<file path="src/rtl/lsu_pkg.sv">
// Shared FSM state type, funct3 encodings and access legality check for the load/store unit.
package lsu_pkg;

  typedef enum logic [2:0] {
    IDLE,
    READ,
    WRITE,
    DONE,
    ERR
  } lsu_state_t;

  localparam logic [2:0] F3_B  = 3'b000;
  localparam logic [2:0] F3_H  = 3'b001;
  localparam logic [2:0] F3_W  = 3'b010;
  localparam logic [2:0] F3_BU = 3'b100;
  localparam logic [2:0] F3_HU = 3'b101;

  // Unsigned variants are load-only, so a store with them is rejected like any bad code.
  function automatic logic is_misaligned(input logic we, input logic [2:0] funct3,
                                         input logic [1:0] byte_off);
    logic bad;
    case (funct3)
      F3_B:    bad = 1'b0;
      F3_H:    bad = byte_off[0];
      F3_W:    bad = (byte_off != 2'b00);
      F3_BU:   bad = we;
      F3_HU:   bad = we | byte_off[0];
      default: bad = 1'b1;
    endcase
    return bad;
  endfunction

endpackage

</file>
<file path="src/rtl/lsu_lane_align.sv">
// Combinational lane logic: extracts/extends load data and merges sub-word store data into a word.
module lsu_lane_align
  import lsu_pkg::*;
(
  input  logic [2:0]  funct3,
  input  logic [1:0]  byte_off,
  input  logic [31:0] mem_word,
  input  logic [31:0] store_val,
  output logic [31:0] load_val,
  output logic [31:0] merged_word
);

  logic [4:0]  byte_pos;
  logic [4:0]  half_pos;
  logic [7:0]  lane_b;
  logic [15:0] lane_h;

  assign byte_pos = {byte_off, 3'b000};
  assign half_pos = {byte_off[1], 4'b0000};
  assign lane_b   = mem_word[byte_pos +: 8];
  assign lane_h   = mem_word[half_pos +: 16];

  always_comb begin
    load_val = mem_word;
    case (funct3)
      F3_B:    load_val = {{24{lane_b[7]}}, lane_b};
      F3_BU:   load_val = {24'b0, lane_b};
      F3_H:    load_val = {{16{lane_h[15]}}, lane_h};
      F3_HU:   load_val = {16'b0, lane_h};
      default: load_val = mem_word;
    endcase
  end

  always_comb begin
    merged_word = store_val;
    case (funct3)
      F3_B: begin
        merged_word = mem_word;
        merged_word[byte_pos +: 8] = store_val[7:0];
      end
      F3_H: begin
        merged_word = mem_word;
        merged_word[half_pos +: 16] = store_val[15:0];
      end
      default: merged_word = store_val;
    endcase
  end

endmodule

</file>
<file path="src/rtl/load_store_unit.sv">
// Load/store unit: sequences byte/half/word accesses to a word-wide memory with a combinational read port.
// Sub-word stores are read-modify-write; misaligned or illegal accesses complete immediately with an error.
module load_store_unit
  import lsu_pkg::*;
#(
  parameter int address_width = 1024
) (
  input  logic                             CLK,
  input  logic                             RST_n,
  input  logic                             req,
  input  logic                             we,
  input  logic [2:0]                       funct3,
  input  logic [31:0]                      addr,
  input  logic [31:0]                      wdata,
  output logic                             done,
  output logic [31:0]                      rdata,
  output logic                             misaligned,
  output logic                             busy,
  output logic                             MemWrite,
  output logic [31:0]                      write_data,
  output logic [$clog2(address_width)-1:0] address,
  input  logic [31:0]                      read_data
);

  localparam int AW = $clog2(address_width);

  lsu_state_t  state;
  logic        r_we;
  logic [2:0]  r_funct3;
  logic [1:0]  r_off;
  logic [31:0] r_wdata;
  logic [31:0] load_val;
  logic [31:0] merged_word;

  // Upper address bits beyond the memory size wrap around by design.
  logic unused_addr_hi;
  assign unused_addr_hi = ^addr[31:AW+2];

  lsu_lane_align u_lane_align (
    .funct3     (r_funct3),
    .byte_off   (r_off),
    .mem_word   (read_data),
    .store_val  (r_wdata),
    .load_val   (load_val),
    .merged_word(merged_word)
  );

  always_ff @(posedge CLK) begin
    if (!RST_n) begin
      state      <= IDLE;
      r_we       <= 1'b0;
      r_funct3   <= '0;
      r_off      <= '0;
      r_wdata    <= '0;
      done       <= 1'b0;
      misaligned <= 1'b0;
      busy       <= 1'b0;
      MemWrite   <= 1'b0;
      rdata      <= '0;
      address    <= '0;
      write_data <= '0;
    end else begin
      done       <= 1'b0;
      misaligned <= 1'b0;
      MemWrite   <= 1'b0;
      case (state)
        IDLE: begin
          if (req) begin
            r_we     <= we;
            r_funct3 <= funct3;
            r_off    <= addr[1:0];
            r_wdata  <= wdata;
            address  <= addr[AW+1:2];
            busy     <= 1'b1;
            if (is_misaligned(we, funct3, addr[1:0])) begin
              state      <= ERR;
              done       <= 1'b1;
              misaligned <= 1'b1;
            end else if (we && funct3 == F3_W) begin
              state      <= WRITE;
              MemWrite   <= 1'b1;
              write_data <= wdata;
            end else begin
              state <= READ;
            end
          end
        end
        READ: begin
          // Address is registered, so read_data here belongs to the accepted access.
          if (r_we) begin
            state      <= WRITE;
            MemWrite   <= 1'b1;
            write_data <= merged_word;
          end else begin
            state <= DONE;
            done  <= 1'b1;
            rdata <= load_val;
          end
        end
        WRITE: begin
          state <= DONE;
          done  <= 1'b1;
        end
        DONE, ERR: begin
          state   <= IDLE;
          busy    <= 1'b0;
          address <= '0;
        end
        default: state <= IDLE;
      endcase
    end
  end

endmodule

</file>
<file path="config.mk">
export PLATFORM = sky130hd
export DESIGN_NAME = load_store_unit
export DESIGN_NICKNAME = d
export VERILOG_FILES = /design/src/rtl/lsu_pkg.sv /design/src/rtl/lsu_lane_align.sv /design/src/rtl/load_store_unit.sv
export SDC_FILE = /design/constraint.sdc
export NUM_CORES = 1
export LEC_CHECK = 0
export CAP_MARGIN = 20
export CORE_MARGIN = 2
export CORE_UTILIZATION = 23
export CTS_BUF_LIST = sky130_fd_sc_hd__clkbuf_16
export CTS_CLUSTER_DIAMETER = 150
export CTS_CLUSTER_SIZE = 40
export DETAILED_ROUTE_END_ITERATION = 8
export GPL_TIMING_DRIVEN = 1
export MAX_ROUTING_LAYER = met4
export PLACE_DENSITY = 0.42
export REMOVE_ABC_BUFFERS = 1
export SLEW_MARGIN = 20
export SYNTH_ARGS = -nofsm -noshare
export SYNTH_HDL_FRONTEND = slang
export SYNTH_HIERARCHICAL = 1
export SYNTH_SLANG_ARGS = --single-unit
</file>
<file path="constraint.sdc">
create_clock -name CLK -period 3 [get_ports CLK]
set_clock_uncertainty 0.05 [all_clocks]
set_input_delay 0.9 -clock CLK [delete_from_list [all_inputs] [get_ports CLK]]
set_output_delay 0.9 -clock CLK [all_outputs]
set_load 0.01 [all_outputs]
</file>
; After elaboration in Yosys (flattened, before gate mapping)
; Cells that the tools add are included.
[word_totals]
word_cells = 81
input_bits = 103
out_inout_bits = 78
reg_bits = 119
[classes]
eq_ne = 15
bitwise_logic = 2
addsub = 2
muxes = 31
shifts = 6
n_reduce_logical = 13
[op_table]
columns = cell, count
row1 = $mux 32, 4
row2 = $pmux 32 s2, 2
row3 = $pmux 32 s4, 1
row4 = $bwmux 32, 2
row5 = $shift 16x7->32 const A, 1
row6 = $shift 8x7->32 const A, 1
row7 = $shiftx 16x7->32, 1
row8 = $shiftx 32x6->16, 1
row9 = $shiftx 32x6->8, 1
row10 = $shiftx 8x7->32, 1
row11 = $pmux 10 s2, 1
row12 = $eq 3x3->1 const B, 5
row13 = $neg 5->7, 2
row14 = $mux 1, 12
row15 = $mux 10, 1
row16 = $eq 3x1->1 const B, 3
row17 = $eq 3x2->1 const B, 3
row18 = $logic_not 3->1, 3
row19 = $pmux 3 s3, 1
row20 = $ne 2x2->1 const B, 4
row21 = $reduce_and 2->1, 4
row22 = $mux 3, 2
row23 = $reduce_bool 2->1, 3
row24 = $pmux 1 s5, 1
row25 = other kinds (8), 9

; Depth between registers and ports, before layout
[depth]
ltp_word = 8
mapped_depth = 9
depth_no_buf = 8

; Cells and area by module
; Netlist, hierarchy kept.
[by_module_without_submodules]
columns = mod, area_per_inst_um2, seq_area_each_um2, instances, cells_each
row1 = load_store_unit, 4446.8, 2382.3, 1, 524
row2 = lsu_lane_align, 1572.8, 0.0, 1, 250

; Least setup slack after synthesis
; Ideal clock, no wire load.
[synth_path]
kind = input -> register
start = in read_data[31]
end = reg rdata[25]
setup_time_ns = 0.132
slack_ns = 0.648
arrival_time_ns = 2.170
cell_stages = 8
cell_sequence = mux4_2 -> and2_1 -> buf_6 -> a31oi_4 -> buf_6 -> nand2_1 -> nand2_1 -> a21oi_1
[synth_between]
elab_chain_cells = 2
elab_cells_between_ends = 3
[synth_rtl]
columns = item, line
row1 = from (decl), load_store_unit.sv:22  ; input logic [31:0] read_data
row2 = $shiftx 32x6->16 / $shiftx 32x6->8 (equally long branches), "lsu_lane_align.sv:21, lsu_lane_align.sv:20"
row3 = $pmux 32 s4 *, lsu_lane_align.sv:25  ; case (funct3)
row4 = named net load_val[25], load_store_unit.sv:32  ; logic [31:0] load_val;
row5 = to (signal assigned), load_store_unit.sv:97  ; rdata <= load_val;
row6 = to (decl), load_store_unit.sv:16  ; output logic [31:0] rdata,
; Mark *: on every way through the listed nets, which the timed path passes. The rest lies on a longest branch.
; A chain may end at the register's enable or synchronous reset.

; Worst setup path after layout
[layout_path]
start = in funct3[2]
end = reg write_data[14]
[layout_between]
elab_chain_cells = 7
elab_cells_between_ends = 13
[layout_rtl]
columns = item, line
row1 = from (decl), load_store_unit.sv:12  ; input logic [2:0] funct3,
row2 = "$eq 3x3->1, or another cell as far along", lsu_pkg.sv:22  ; case (funct3)
row3 = $pmux 1 s5, lsu_pkg.sv:22
row4 = $mux 1, load_store_unit.sv:68  ; if (req) begin
row5 = $mux 1, load_store_unit.sv:66  ; case (state)
row6 = $mux 1, load_store_unit.sv:49  ; if (!RST_n) begin
row7 = $ne 2x2->1 (no line), -
row8 = $reduce_and 5->1 (no line) *, -
row9 = to (signal assigned), load_store_unit.sv:82  ; write_data <= wdata;
row10 = to (signal assigned), load_store_unit.sv:93  ; write_data <= merged_word;
row11 = to (decl), load_store_unit.sv:20  ; output logic [31:0] write_data,
; Every way passes the cells marked *; elsewhere a longest branch is shown, timed or not. The select of a mux whose other input is x is not followed.

==> impl_metrics.json <==
{
  "outcome": "complete, no violations",
  "post-route-min-period_ps": 2520,
  "drive_gt1_frac": 0.0753,
  "multiInputGateArea_um2": 3330,
  "hold_path_class": "reg2reg",
  "cts.sink_count": 119,
  "drc_errors": 0,
  "holdCritStartpoint": "rdata[29]$_SDFFE_PN0P_",
  "finalMaxSlewViolations": 0,
  "die_h_um": 166,
  "first_pass_iters": 5,
  "crit_path_start_kind": "input port",
  "start_util": 0.232,
  "rsz0062_at_grt": "false",
  "worst_pin_slew_ps": 853,
  "postPlaceCellArea_um2": 8030,
  "crit_path_end_kind": "flop",
  "r2r_start": "r_funct3[1]$_SDFFE_PN0P_",
  "synth_cells": 774,
  "critPathRequiredTime_ps": 3300,
  "area_growth_pct": 43.2,
  "async_flop_share": 0,
  "worst_ep_arrival_time_ps": 2820,
  "worst_ir_drop_vdd_v": 0.000254,
  "num_io_pins": 181,
  "ys_warn_count": 6,
  "setup_slack_ps": 478,
  "num_rows": 59,
  "hold_buffers": 0,
  "dp_slack_ps": 41.0,
  "core-area_um2": 25900,
  "cap_violations": 0,
  "clock_latency_ps": 420,
  "ctsHtreeMaxLevel": 4,
  "grt.total_usage": 0.167,
  "hpwlAfterDp_mm": 16.0,
  "cts_buffers": 17,
  "crit_type": "in2reg",
  "nets": 1025,
  "setup_violations": 0,
  "synth-edff-count": 0,
  "cts_buffer_depth": 2,
  "cts_tree": "done",
  "critPathMaxFanout": 33,
  "reg2reg_slack_ps": 780,
  "grt_max_degree": 49,
  "grt_pass1_vias": 5937,
  "relSlewSlack": 0.431,
  "root_buffer": "clkbuf_16",
  "syn_area_um2": 6020,
  "seq_area_um2": 2380,
  "cts_resized": 0,
  "yosys.cell_types.count": 43,
  "via_count": 5906,
  "fillers": 2780,
  "ys.flop_type": "dfxtp_1",
  "port_buffers": 160,
  "die_w_um": 166,
  "routed_wl_mm": 22.2,
  "syn_avg_cell_area_um2": 7.78,
  "ant_nets": 0,
  "overflow": 0,
  "synth.yosys.seq_area_share": 0.396,
  "hold-path-endpoint": "rdata[29]$_SDFFE_PN0P_",
  "place.gp.congestion": 0.839,
  "fin_area_um2": 8620,
  "cellPowerDensity_nw_per_um2": 596,
  "via_per_inst": 4.66,
  "finalHoldViolations": 0,
  "die_area_um2": 27500,
  "drt_iter0_markers": 334,
  "post-route-util": 0.333,
  "wire_per_inst_um": 17.5,
  "power_leakage_uw": 0.00306,
  "ys_seq_elements": 119,
  "grt_pass1_wl_mm": 34.9,
  "clkTransAtPathRegs_ps": 50,
  "max_freq_mhz": 397,
  "antenna_found_initial": 2,
  "finalCritPeriodShare": 0.841,
  "rr_endpoint": "write_data[12]$_SDFFE_PN0P_",
  "rr_worst_depth": 6,
  "hold_depth": 2,
  "cts_setup_buffers": 0
}
==> report_power, final <==
group | internal (uW) | total (uW) | switching [uW]
logic | 582 | 1280 | 700
clock network | 1290 | 2070 | 778
registers | 1700 | 1790 | 86.3
total | 3570 | 5130 | 1560
==> critical path: stages <==
cell and delay [ps]:
clkdlybuf4s50_1 450, or4_1 640, o31ai_4 370, buf_12 220, o21ai_0 90, a21oi_1 120
==> per-layer routing <==
metal  vias to the layer above  wire (um)  track usage
met5                         -          0            -
met4                         0        382       0.0537
met3                        21       1170       0.0403
met2                       151      10200        0.256
met1                      2721      10400        0.217
li1                       3013          -            -
==> state kept, by name, summed over array words and instances (netlist names) <==
| name | flops |
|---|---|
| misaligned | 1 |
| r_we | 1 |
| MemWrite | 1 |
| address | 10 |
| state | 3 |
| r_funct3 | 3 |
| rdata | 32 |
| r_wdata | 32 |
| write_data | 32 |
| busy | 1 |
| r_off | 2 |
| done | 1 |
==> layout by cell type (no fill, tap or decap), types with 2 or more instances in the layout <==
| cell | netlist | routed |
|---|---|---|
| bufinv_16 | 0 | 3 |
| clkinvlp_4 | 0 | 7 |
| or3_1 | 2 | 2 |
| a22oi_1 | 14 | 14 |
| clkbuf_16 | 0 | 17 |
| ha_1 | 5 | 5 |
| inv_1 | 8 | 8 |
| a21oi_1 | 143 | 143 |
| nor2b_1 | 2 | 2 |
| nor3b_1 | 2 | 2 |
| mux2_2 | 4 | 4 |
| diode_2 | 0 | 2 |
| a221o_1 | 15 | 15 |
| buf_4 | 0 | 21 |
| o211ai_1 | 4 | 4 |
| a22o_1 | 27 | 27 |
| o21ai_1 | 20 | 20 |
| nor2_1 | 30 | 29 |
| or2_2 | 2 | 2 |
| nor3_1 | 5 | 4 |
| nand2b_1 | 14 | 14 |
| buf_12 | 0 | 5 |
| nand2_1 | 188 | 188 |
| o21ai_0 | 39 | 39 |
| dfxtp_1 | 119 | 119 |
| clkinv_1 | 1 | 4 |
| clkdlybuf4s50_1 | 0 | 160 |
| mux2i_1 | 51 | 51 |
==> through the flow <==
stage / TNS, ps / power (uW) / hold WS [ps] / std cells
2_1_floorplan: -113160 / 2520 / 387 / 712
4_1_cts: 0 / 5210 / 405 / 1265
6_report: 0 / 5130 / 402 / 1267
3_5_place_dp: 0 / 3110 / 398 / 1233
5_1_grt: 0 / 5420 / 414 / 1267
3_3_place_gp: 0 / 3110 / 395 / 1233
==> cells in the mapped netlist (all sizes together), types with 8 or more instances <==
library cell  count  area share
a21oi           143        0.12
inv               8      0.0050
buf              24       0.025
o21ai            59       0.049
nand2b           14       0.015
clkbuf           38       0.024
a221o            15       0.025
dfxtp           119        0.40
a22oi            14       0.017
a22o             27       0.039
mux2i            51       0.085
nor2             30       0.019
nand2           189        0.12
==> how the worst max path moves through the flow <==
stage          startpoint                     endpoint  slack [ps]  depth (start not counted)
2_1_floorplan         req              done$_SDFF_PN0_       -2490                          3
3_3_place_gp    funct3[2]   write_data[8]$_SDFFE_PN0P_          80                          6
3_5_place_dp    funct3[2]  write_data[12]$_SDFFE_PN0P_          40                          6
4_1_cts         funct3[2]  write_data[12]$_SDFFE_PN0P_         490                          6
5_1_grt         funct3[2]  write_data[13]$_SDFFE_PN0P_         360                          6
6_report        funct3[2]  write_data[14]$_SDFFE_PN0P_         480                          6
==> area by class of cell <==
type / count / area share
Tap cell: 335 / 0.0486
Multi-Input combinational cell: 584 / 0.386
Inverter: 9 / 0.00392
Antenna cell: 2 / 0.000581
Clock buffer: 17 / 0.0494
Sequential cell: 119 / 0.276
Timing Repair Buffer: 186 / 0.216
Clock inverter: 15 / 0.0189
==> logic make-up (layout without fill, tap and decap cells) <==
family                   count (synthesis)  count (layout)  share of synthesized area
adder cells (fa/ha/maj)                  5               5                     0.0104
other                                    0               2                          0
flip-flops                             119             119                      0.396
AO/OA/AOI/OAI                          269             269                      0.268
buffers and inverters                   71             227                     0.0540
multiplexers                            56              56                     0.0960
AND/OR/NAND/NOR                        254             254                      0.176
Note: power is estimated with default switching activity, not from simulation.
